<file path="config.mk">
export PLATFORM = sky130hd
export DESIGN_NAME = vga_fb_arbiter
export DESIGN_NICKNAME = d
export VERILOG_FILES = /design/src/rtl/vga_fb_pkg.sv /design/src/rtl/fb_wr_fifo.sv /design/src/rtl/vga_fb_arbiter.sv
export SDC_FILE = /design/constraint.sdc
export NUM_CORES = 1
export LEC_CHECK = 0
export CORE_MARGIN = 10
export CORE_UTILIZATION = 40
export DETAILED_ROUTE_END_ITERATION = 10
export PLACE_DENSITY = 0.66
export SYNTH_ARGS = -nofsm -noshare
export SYNTH_HDL_FRONTEND = slang
export SYNTH_SLANG_ARGS = --single-unit
</file>
<file path="constraint.sdc">
create_clock -name clk -period 2.6 [get_ports clk]
set_clock_uncertainty 0.05 [all_clocks]
set_input_delay 0.26 -clock clk [delete_from_list [all_inputs] [get_ports clk]]
set_output_delay 0.26 -clock clk [all_outputs]
set_load 0.005 [all_outputs]
</file>
<file path="src/rtl/vga_fb_pkg.sv">
// rtl/vga_fb_pkg.sv - frame-buffer geometry, owner encoding and write-request types
package vga_fb_pkg;

  localparam int FB_W   = 320;
  localparam int FB_H   = 240;
  localparam int ADDR_W = 17;
  localparam int DATA_W = 12;

  typedef logic [DATA_W-1:0] rgb_t;
  typedef logic [ADDR_W-1:0] addr_t;

  typedef enum logic [1:0] {OWN_IDLE, OWN_RD, OWN_WR} owner_t;

  typedef struct packed {
    addr_t addr;
    rgb_t  data;
  } wr_req_t;

  // Display pixel (x, y) maps to buffer pixel (x/2, y/2); 320 = 256 + 64
  function automatic addr_t fb_addr(input logic [9:0] x, input logic [9:0] y);
    addr_t xh;
    addr_t yh;
    xh = addr_t'(x >> 1);
    yh = addr_t'(y >> 1);
    if (FB_W == 320) return (yh << 8) + (yh << 6) + xh;
    else return (yh * addr_t'(FB_W)) + xh;
  endfunction

endpackage

</file>
<file path="src/rtl/fb_wr_fifo.sv">
// rtl/fb_wr_fifo.sv - synchronous write-request FIFO, power-of-2 depth
module fb_wr_fifo
  import vga_fb_pkg::*;
#(
  parameter int DEPTH = 4
) (
  input  logic    clk,
  input  logic    reset,
  input  logic    push,
  input  wr_req_t push_data,
  input  logic    pop,
  output wr_req_t pop_data,
  output logic    full,
  output logic    empty
);

  localparam int PW = $clog2(DEPTH);

  wr_req_t     mem [DEPTH];
  logic [PW:0] wr_ptr;
  logic [PW:0] rd_ptr;
  logic        do_push;
  logic        do_pop;

  // Extra pointer bit separates full from empty when the indices match
  assign full     = (wr_ptr[PW] != rd_ptr[PW]) && (wr_ptr[PW-1:0] == rd_ptr[PW-1:0]);
  assign empty    = (wr_ptr == rd_ptr);
  assign do_push  = push && !full;
  assign do_pop   = pop && !empty;
  assign pop_data = mem[rd_ptr[PW-1:0]];

  always_ff @(posedge clk) begin
    if (!reset) begin
      wr_ptr <= '0;
      rd_ptr <= '0;
    end else begin
      if (do_push) begin
        mem[wr_ptr[PW-1:0]] <= push_data;
        wr_ptr              <= wr_ptr + 1'b1;
      end
      if (do_pop) rd_ptr <= rd_ptr + 1'b1;
    end
  end

endmodule

</file>
<file path="src/rtl/vga_fb_arbiter.sv">
// rtl/vga_fb_arbiter.sv - display/writer time-slot arbiter for a single-port frame buffer
// Optional statistics counters: VGA_FB_ARB_STATS_EN
module vga_fb_arbiter
  import vga_fb_pkg::*;
#(
  parameter int WFIFO_DEPTH = 4
) (
  input  logic              clk,
  input  logic              reset,
  input  logic              pix_tick,
  input  logic [9:0]        x_pixel,
  input  logic [9:0]        y_pixel,
  input  logic              DE,
  input  logic              wr_valid,
  output logic              wr_ready,
  input  logic [ADDR_W-1:0] wr_addr,
  input  logic [DATA_W-1:0] wr_data,
  output logic              mem_en,
  output logic              mem_we,
  output logic [ADDR_W-1:0] mem_addr,
  output logic [DATA_W-1:0] mem_wdata,
  input  logic [DATA_W-1:0] mem_rdata,
  output logic [DATA_W-1:0] rgb_out,
  output logic              de_out,
  output logic [15:0]       frame_cnt,
  output logic [15:0]       stall_cnt
);

  logic [1:0] slot_q;
  logic [1:0] slot;
  logic       rst_done;
  logic       active;
  owner_t     owner_q;
  owner_t     owner_d;
  wr_req_t    head;
  logic       fifo_full;
  logic       fifo_empty;

  // Keeps every output at 0 while reset is applied and for the cycle after it
  assign active   = reset && rst_done;
  assign slot     = pix_tick ? 2'd0 : slot_q;
  assign wr_ready = active && !fifo_full;

  fb_wr_fifo #(.DEPTH(WFIFO_DEPTH)) u_fifo (
    .clk       (clk),
    .reset     (reset),
    .push      (wr_valid && wr_ready),
    .push_data ('{addr: wr_addr, data: wr_data}),
    .pop       (owner_d == OWN_WR),
    .pop_data  (head),
    .full      (fifo_full),
    .empty     (fifo_empty)
  );

  always_ff @(posedge clk) begin
    if (!reset) begin
      slot_q   <= 2'd3;
      rst_done <= 1'b0;
      owner_q  <= OWN_IDLE;
    end else begin
      slot_q   <= (slot == 2'd3) ? 2'd3 : slot + 2'd1;
      rst_done <= 1'b1;
      owner_q  <= owner_d;
    end
  end

  always_comb begin
    owner_d = OWN_IDLE;
    if (active) begin
      if (slot == 2'd0 && DE) owner_d = OWN_RD;
      else if (!fifo_empty)   owner_d = OWN_WR;
    end
  end

  always_comb begin
    mem_en    = 1'b0;
    mem_we    = 1'b0;
    mem_addr  = '0;
    mem_wdata = '0;
    case (owner_d)
      OWN_RD: begin
        mem_en   = 1'b1;
        mem_addr = fb_addr(x_pixel, y_pixel);
      end
      OWN_WR: begin
        mem_en    = 1'b1;
        mem_we    = 1'b1;
        mem_addr  = head.addr;
        mem_wdata = head.data;
      end
      default: ;
    endcase
  end

  // A blanking tick overrides a capture landing on the same edge
  always_ff @(posedge clk) begin
    if (!reset) begin
      rgb_out <= '0;
      de_out  <= 1'b0;
    end else if (pix_tick && !DE) begin
      rgb_out <= '0;
      de_out  <= 1'b0;
    end else if (owner_q == OWN_RD) begin
      rgb_out <= mem_rdata;
      de_out  <= 1'b1;
    end
  end

`ifdef VGA_FB_ARB_STATS_EN
  always_ff @(posedge clk) begin
    if (!reset) begin
      frame_cnt <= '0;
      stall_cnt <= '0;
    end else begin
      if (pix_tick && x_pixel == 10'd0 && y_pixel == 10'd0) frame_cnt <= frame_cnt + 16'd1;
      if (wr_valid && !wr_ready && stall_cnt != 16'hFFFF)     stall_cnt <= stall_cnt + 16'd1;
    end
  end
`else
  assign frame_cnt = '0;
  assign stall_cnt = '0;
`endif

endmodule

</file>
Yosys cells after proc, flatten, opt, wreduce, memory -nomap -nowiden
Memory sizes are Yosys's and may differ from the RTL's. A register that Yosys moved wholly into a read port is not among the register bits.
Index checks and enable logic that the tools add are counted.

word-level totals
  output and inout port bits = 77
  latch bits = 0
  flip-flop bits (word level) = 24
  logic and storage cells = 50
  memory bits (read-only) = 0
  bits of input ports = 66
  bits in writable memories = 116
  memories kept = 1

cells by class
  shifts and indexed selects = 0
  mux-type cells = 14
  equality and inequality tests = 7
  bitwise gates (word level) = 1
  $add $sub $neg = 5
  divide/modulo/power cells = 0
  reduce and logical (&&, ||, !) cells = 15
  multiply operators = 0
  order comparisons = 0

memories
  name        depth  width  rd ports  clocked after Yosys merged registers in  wr ports  line              source
  u_fifo.mem  4      29     1         1                                        1         fb_wr_fifo.sv:19  wr_req_t mem [DEPTH];

operators by type and width
  kind                                           number
  case mux 17 bit (2 select lines)               1
  adder 17 x 15 -> 17 bit                        1
  adder 17 x 9 -> 17 bit                         1
  2-to-1 mux 12 bit                              1
  2-to-1 mux 2 bit                               6
  logical AND 1 bit                              8
  adder 3 x 1 -> 3 bit, second input constant    2
  2-to-1 mux 1 bit                               6
  OR reduction 2 bit                             3
  == test 2 x 1 -> 1 bit, second input constant  2
  == test 2 bit, second input constant           2
  == test 3 bit                                  1
  zero test 1 bit                                3
  adder 2 x 1 -> 2 bit, second input constant    1
  == test 2 bit                                  1
  zero test 2 bit                                1
  inequality test 1 bit                          1
  inverter 1 bit                                 1

Longest topological paths before layout
Gate-level depths: netlist of run 1.

  word-level depth = 9
  mapped depth = 9
  depth with buffers taken out = 9

Modules after synthesis
A second synthesis of run 1 with hierarchy kept.

unflattened totals
  cell total of the unflattened synthesis = 460
  area, all modules = 6,533.8 µm²

modules (own cells, without submodules)
  module          times used  seq. area each (µm²)  area an instance (µm²)  cells each
  fb_wr_fifo      1           3,643.5               4,768.3                 221
  vga_fb_arbiter  1           360.3                 1,765.4                 239

Worst setup path after synthesis of run 1
OpenSTA, ideal clock, no wires.

  path type = input to output
  start point = in x_pixel[9]
  end point = out mem_addr[13]
  data arrival time = 2.202 ns
  buffers on the path = 0
  data required time = 2.290 ns
  setup slack = 0.088 ns
  stages = 9
  cell sequence = inv_1 > fa_1 > inv_1 > fa_1 > a211oi_1 > o21bai_1 > a21oi_1 > xor2_1 > o21ai_0

on the way
  word-level cells in the longest chain between the ends = 2

RTL lines
  element                           line                  source
  start, declared                   vga_fb_arbiter.sv:11  input logic [9:0] x_pixel,
  adder 17 x 9 -> 17 bit            vga_fb_pkg.sv:25      if (FB_W == 320) return (yh << 8) + (yh << 6) + xh;
  case mux 17 bit (2 select lines)  vga_fb_arbiter.sv:80  case (owner_d)
  end, declared                     vga_fb_arbiter.sv:20  output logic [ADDR_W-1:0] mem_addr,

Every way passes these cells.

Final worst setup path of run 1
  start point = in y_pixel[8]
  end point = out mem_addr[16]

on the way
  word-level cells in the longest chain between the ends = 3

RTL lines
  element                           line                  source
  start, declared                   vga_fb_arbiter.sv:12  input logic [9:0] y_pixel,
  adder 17 x 15 -> 17 bit           vga_fb_pkg.sv:25
  adder 17 x 9 -> 17 bit            vga_fb_pkg.sv:25
  case mux 17 bit (2 select lines)  vga_fb_arbiter.sv:80

Every way passes these cells.

==> results of run 1 <==
## routing by layer
| metal | wire length [µm] | global-route usage | vias to the layer above | share of wire |
|---|---|---|---|---|
| met5 | 0 | 0 | - | 0 |
| met4 | 220 | 0.0485 | 0 | 0.015 |
| met3 | 978 | 0.0463 | 24 | 0.067 |
| met2 | 7420 | 0.237 | 128 | 0.51 |
| met1 | 6070 | 0.160 | 1905 | 0.41 |
| li1 | - | - | 1838 | - |
## path summary, 6_finish.rpt
check	end	depth (start not counted)	start	slack, ns
worst max register to register	u_fifo.mem[1][26]$_DFFE_PP_	4	u_fifo.wr_ptr[0]$_SDFFE_PN0P_	0.64
worst min register to register	rgb_out[7]$_SDFFE_PP0N_	2	rgb_out[7]$_SDFFE_PP0N_	0.41
worst max-delay path	mem_addr[16]	9	y_pixel[8]	-0.03
worst min-delay path	rgb_out[9]$_SDFFE_PP0N_	3	mem_rdata[9]	0.35
## power groups by stage
| stage | registers [µW] | logic [µW] | clock network (µW) |
|---|---|---|---|
| after floorplan | 2550 | 286 | 0 |
| after global placement | 2550 | 543 | 0 |
| after detailed placement | 2560 | 555 | 0 |
| after CTS | 2510 | 595 | 2380 |
| after global routing | 2510 | 663 | 2500 |
| final | 2510 | 603 | 2340 |
## worst max-delay path, delay by kind of cell
kind,cells,cell delay [ns]
adders and majority gates,2,0.62
buffers and inverters,2,0.58
AOI/OAI and AO/OA,3,0.55
and+or+nand+nor,2,0.31
## through the flow
stage,TNS [ns],cells,power (µW),hold slack [ns]
6_report,-0.0338,806,5450,0.354
5_1_grt,-0.331,806,5670,0.348
4_1_cts,-0.0324,806,5480,0.336
3_5_place_dp,-10.68,769,3110,0.400
3_3_place_gp,-10.48,769,3100,0.394
2_1_floorplan,0,444,2840,0.238
## state kept, by name, summed over array words and instances, names as in the netlist, named ones only
name,cells
u_fifo.mem,116
rgb_out,12
u_fifo.rd_ptr,3
u_fifo.wr_ptr,3
owner_q,2
slot_q,2
de_out,1
rst_done,1
## cells by family (layout without fill, tap and decap cells)
group	Yosys count	after routing	synth area share
buf+inv	60	211	0.0604
compound gates	57	57	0.0630
xor+xnor	9	9	0.0137
other cells	1	32	0.000596
simple gates	88	88	0.0670
fa+ha+maj	26	26	0.0541
mux	30	30	0.105
flops	142	142	0.636
## final cells by class
cell class,count,area share
clock buffer,19,0.0524
clock inverter,13,0.0147
inverter,14,0.00635
multi-input combinational,242,0.256
sequential,142,0.462
tap,211,0.0305
timing repair buffer,165,0.178
## synth_stat cells, drive strengths merged
library cell / count
ha: 24
or3b: 1
and3: 2
nand3b: 2
nor3: 1
o31ai: 1
nand3: 4
nand4: 1
a211o: 1
a21boi: 1
xnor2: 6
o21bai: 1
nor2b: 2
o21a: 2
inv: 14
dfxtp: 26
nand2: 47
nor2: 7
a311o: 1
fa: 2
a41oi: 1
a21o: 2
a221oi: 1
edfxtp: 116
o21ai: 12
a31oi: 1
a311oi: 1
o211ai: 4
clkbuf: 5
nand2b: 1
a21oi: 15
mux2i: 1
conb: 1
a211oi: 4
xor2: 3
or4: 1
and2: 19
buf: 41
mux4: 29
a22o: 9
## what timing repair did
item / 4_1_cts / 5_1_grt
gates cloned: 0 / 0
pin swaps: 25 / 2
gates resized for setup: 102 / 37
setup buffers: 5 / 0
endpoints found under the setup margin: 30 / 21
==> impl_metrics.ini, run 1 <==
[floorplanning]
total_die_area_mm2 = 0.0212
floorplan.initialDensity = 0.411
placeable_core_region_mm2 = 0.0153
ioPinCount = 143
die-height_um = 145
die_width_um = 145
row_count = 45

[global_route]
number_of_global_route_vias_before_repair = 4271
grt_pass1_wl_mm = 23.5
antenna_found_initial = 0
globalRouteOverflowTotal = 0
groute.usage.overall = 0.139
grt_max_degree = 20

[pwr]
cellPowerDensity_mw_per_mm2 = 628
clockPowerShare = 0.429
total_leakage_power_uw = 0.00321
power_report.internal_total_uw = 4220
share_seq_of_total_power = 0.460
power_switching_uw = 1220
netSwitchingFraction = 0.225
comb_power_share = 0.111
vdd.ir_drop.worst_v = 0.000477

[outcome]
failed_checks = setup timing
outcome = finished, violations left

[timing]
worstMarginPinSlew_ns = 0.858
hold_viol = 0
fin_crit_ns = 2.63
final_worst_path_cycle_share = 1.01
max-slew-margin-rel = 0.427
maxClockFrequency_mhz = 380
slew_violations = 0
final.setup.worst_slack_ns = -0.0338
grt_setup_unrepaired = true
timing.final.setup_violations = 1

[setup_path]
worstPathRequired_ns = 2.29
criticalPathCategory = input pin to output pin
startpoint_type = input pin
crit_path_largest_cell_delay_ns = 0.44
setup.worst_path.end_class = output pin
cpMaxStageDelayCell = clkdlybuf4s50_1
worstPathMaxFanout = 4
timing.critical_path.cells = clkdlybuf4s50_1 > ha_1 > ha_4 > a21oi_2 > o21a_1 > and3_1 > a221oi_2 > nand3_1 > buf_2
data_arrival_time_at_the_worst_slack_endpoint_ns = 2.32

[layout]
multi_input_comb_area_mm2 = 0.00221
final_cell_mix = 116 x edfxtp_1, 68 x clkdlybuf4s50_1, 47 x nand2_1
antenna-diode-count = 0
fin_nets = 674
finalInstanceArea_mm2 = 0.00867
post-route-util = 0.566
final_layout_size_suffix_gt1_frac = 0.304
most_common_cell_after_layout_fill_and_taps_aside = edfxtp_1
synthToLayoutAreaGrowth_pct = 37.6
nFillCells = 1228
final-seq-area_mm2 = 0.00401

[detailed_routing]
drt_iter0_markers = 182
routed-via-count = 3895
routed_via_density = 4.83
drt_pass1_iterations = 6
detail_route.wl_per_cell_um = 18.2
count_of_nets_left_with_antenna_violations_after_detail_routing = 0
remaining_drc_errors = 0
drt_wl_total_mm = 14.7

[job]
drv_cap = 0

[clock_tree]
maximum_buffer_depth_of_the_clock_tree = 2
cts_hold_repair.buffers = 0
numCtsBuffers = 17
clock-sinks = 142
clock_latency_ns = 0.41
clkSlewWorstSetupHoldPaths_ns = 0.06
cts_tree = built
cts_htree_levels = 4
cts-root-buf = clkbuf_16

[placement]
gp_congestion = 0.805
postPlaceCellArea_mm2 = 0.00795
dp_hpwl_mm = 10.6
dpl_worst_slack_ns = -0.941
numPortBuffers = 108

[yosys]
synth.top_cells.by_area = edfxtp_1 55%, mux4_2 10%, dfxtp_1 8.3%, ha_1 4.8%, buf_4 4.1%
syn_area_per_cell_um2 = 15.2
seq_area_frac_synth = 0.636
ys_ff_latch = 142
netlist_area_mm2 = 0.00630
yosysWarnings = 0
netlist.top_cell.by_area = edfxtp_1
post_synth_num_cell_types = 47
synth_top_area_frac = 0.553
netlist_instances = 413

[worst_hold_path]
hp-class = input pin to register
(Power assumes the default switching activity.)
==> run 2: changes to the inputs <==
--- a/config.mk
+++ b/config.mk
@@ -5,6 +5,7 @@
 export SDC_FILE = /design/constraint.sdc
 export NUM_CORES = 1
 export LEC_CHECK = 0
+export ABC_AREA = 1
 export CORE_MARGIN = 10
 export CORE_UTILIZATION = 40
 export DETAILED_ROUTE_END_ITERATION = 10
==> run 2 against run 1 <==
  * The run now ends clean
  * Final area increased by 0.58%
  * Sequential share of layout area decreased by 0.25 points
  * Worst hold slack improved by 0.0015 ns
  * Global-route usage grew 0.82 points
  * Utilization fell by 1.7 points
  * Critical path depth unchanged
  * Synthesized cell count increased by 51%
  * First-iteration DRC count increased by 40%
  * Largest cell class unchanged
  * Largest power group is now clock
==> impl_metrics.ini, run 2 <==
[floorplanning]
die-height_um = 147
floorplan.initialDensity = 0.408
row_count = 46
total_die_area_mm2 = 0.0217
ioPinCount = 143
placeable_core_region_mm2 = 0.0159
die_width_um = 147

[yosys]
synth_top_area_frac = 0.538
synth.top_cells.by_area = edfxtp_1 54%, dfxtp_1 8.0%, nand2_1 6.3%, nor2_1 6.1%, o21ai_0 4.9%
yosysWarnings = 0
netlist_top_cells_count = 116 x edfxtp_1, 108 x nand2_1, 105 x nor2_1
netlist_instances = 622
synthArstFlopShare = 0
syn_area_per_cell_um2 = 10.4
netlist.top_cell.by_area = edfxtp_1
synth_enable_flop_cells = 116
post-synth-top-count-cell = edfxtp_1
post_synth_num_cell_types = 27
postSynth.topFlopCell = edfxtp_1
ys_ff_latch = 142
netlist_area_mm2 = 0.00647
seq_area_frac_synth = 0.618

[pwr]
comb_power_share = 0.120
share_seq_of_total_power = 0.435
netSwitchingFraction = 0.230
totalPowerFinal_uw = 5770
cellPowerDensity_mw_per_mm2 = 662
vdd.ir_drop.worst_v = 0.000526
clockPowerShare = 0.445
power_switching_uw = 1330
total_leakage_power_uw = 0.00338
power_report.internal_total_uw = 4440

[placement]
postPlaceCellArea_mm2 = 0.00794
dpl_worst_slack_ns = -0.619
numPortBuffers = 108
dp_hpwl_mm = 11.1
numPlacedInstances = 960
gp_congestion = 0.857

[detailed_routing]
routed-via-count = 4807
remaining_drc_errors = 0
drt_pass1_iterations = 5
detail_route.wl_per_cell_um = 16.1
count_of_nets_left_with_antenna_violations_after_detail_routing = 0
drt_iter0_markers = 255
routed_via_density = 4.85
drt_wl_total_mm = 16.0

[global_route]
number_of_global_route_vias_before_repair = 4922
grt_max_degree = 43
globalRouteOverflowTotal = 0
grt_pass1_wl_mm = 25.4
groute.usage.overall = 0.147
antenna_found_initial = 1

[setup_path]
register_to_register_setup_slack_ns = 0.78
critPathBufInv = 4
worstPathMaxFanout = 16
worstPathRequired_ns = 2.29
setup.worst_path.end_class = output pin
critical-path-top-delay-family = buffers and inverters
timing.critical_path.cells = clkdlybuf4s50_1 > inv_1 > nand2_1 > ha_1 > nand2_2 > nand3_4 > buf_12 > a21oi_1 > clkdlybuf4s50_1
cpMaxStageDelayCell = clkdlybuf4s50_1
criticalPathCategory = input pin to output pin
crit_path_largest_cell_delay_ns = 0.54
data_arrival_time_at_the_worst_slack_endpoint_ns = 2.20
startpoint_type = input pin
cp_dominant_cell_by_count = clkdlybuf4s50_1

[clock_tree]
cts-root-buf = clkbuf_16
clock-sinks = 142
clkSlewWorstSetupHoldPaths_ns = 0.06
clock_latency_ns = 0.42
numCtsBuffers = 17
cts_tree = built
maximum_buffer_depth_of_the_clock_tree = 2
cts_hold_repair.buffers = 0
cts_htree_levels = 4
post_cts.repair.setup_buffers = 0

[timing]
hold-worst-slack_ns = 0.356
hold_viol = 0
final_worst_path_cycle_share = 0.964
fin_crit_ns = 2.51
timing.final.setup_violations = 0
final.setup.worst_slack_ns = 0.0925
slew_violations = 0
maxClockFrequency_mhz = 399

[layout]
finalInstanceArea_mm2 = 0.00872
fin_nets = 855
antenna-diode-count = 0
synthToLayoutAreaGrowth_pct = 34.6
final_layout_size_suffix_gt1_frac = 0.147
final_cell_mix = 116 x edfxtp_1, 103 x nand2_1, 100 x nor2_1
post_layout_nonfiller_instances = 992
largest_register_ff_count = 116
most_common_cell_after_layout_fill_and_taps_aside = edfxtp_1

[worst_hold_path]
hp-class = input pin to register

[outcome]
outcome = complete, no violations

[job]
drv_cap = 0
run 2: changes by cell type after synthesis, moves of 9 or more:
cell,change
nor2_1,+98
nand2_1,+61
o21ai_0,+54
mux4_2,-29
inv_1,+23
a21oi_1,+18
o22ai_1,+17
and2_1,-15
nand3_1,+10
a22o_1,-9
clkbuf_1,+9
run 2: through the flow:
| stage | util | TNS [ns] |
|---|---|---|
| after floorplan | - | 0 |
| after global placement | 0.500 | -4.26 |
| after detailed placement | 0.500 | -4.52 |
| after CTS | 0.542 | -0.119 |
| after global routing | 0.549 | -0.00534 |
| final | 0.549 | 0 |
run 2: power groups by stage:
stage | clock network, µW | logic, µW | registers (µW)
after floorplan | 0 | 348 | 2550
after global routing | 2720 | 773 | 2510
final | 2570 | 690 | 2510
after CTS | 2610 | 659 | 2510
after detailed placement | 0 | 636 | 2560
after global placement | 0 | 621 | 2560
run 2: layout make-up:
cell class | instances | area (µm²)
clock inverter | 15 | 208
tap | 216 | 270
sequential | 142 | 4010
timing repair buffer | 147 | 1400
clock buffer | 17 | 425
fill | 1343 | 7170
inverter | 37 | 144
multi-input combinational | 418 | 2260
run 2: worst paths after layout:
path	start	endpoint	depth (start not counted)
worst min register to register	rgb_out[1]$_SDFFE_PP0N_	rgb_out[1]$_SDFFE_PP0N_	2
worst max register to register	u_fifo.wr_ptr[2]$_SDFFE_PN0P_	u_fifo.mem[1][23]$_DFFE_PP_	8
worst min-delay path	mem_rdata[4]	rgb_out[4]$_SDFFE_PP0N_	3
worst max-delay path	pix_tick	mem_wdata[5]	9
run 2: worst register-to-register path, stage by stage (launching register included):
cell	delay [ns]
dfxtp_1	0.42
nand2_1	0.08
inv_1	0.06
nor2_1	0.04
nand3_1	0.13
nand3_1	0.09
buf_4	0.20
nor2_4	0.10
buf_4	0.31
run 2: repair_timing:
item,4_1_cts,5_1_grt
resized for setup,45,24
setup endpoints to repair,12,29
pin swaps,10,5
gates cloned,0,0
hold endpoints to repair,0,0
run 2: logic make-up after synthesis:
kind of cell    count (synthesis)  synth area share
other cells                     1          0.000579
fa+ha+maj                      26            0.0526
flops                         142             0.618
buf+inv                        93            0.0785
simple gates                  239             0.149
compound gates                114            0.0918
xor+xnor                        7           0.00947
run 2: metal layers:
layer	wire (µm)	share of wire	track usage	vias up
met1	6690	0.42	0.173	2260
met3	1410	0.088	0.0611	16
met2	7730	0.48	0.242	191
met5	13	0.00081	0	-
li1	-	-	-	2338
met4	165	0.010	0.0416	2
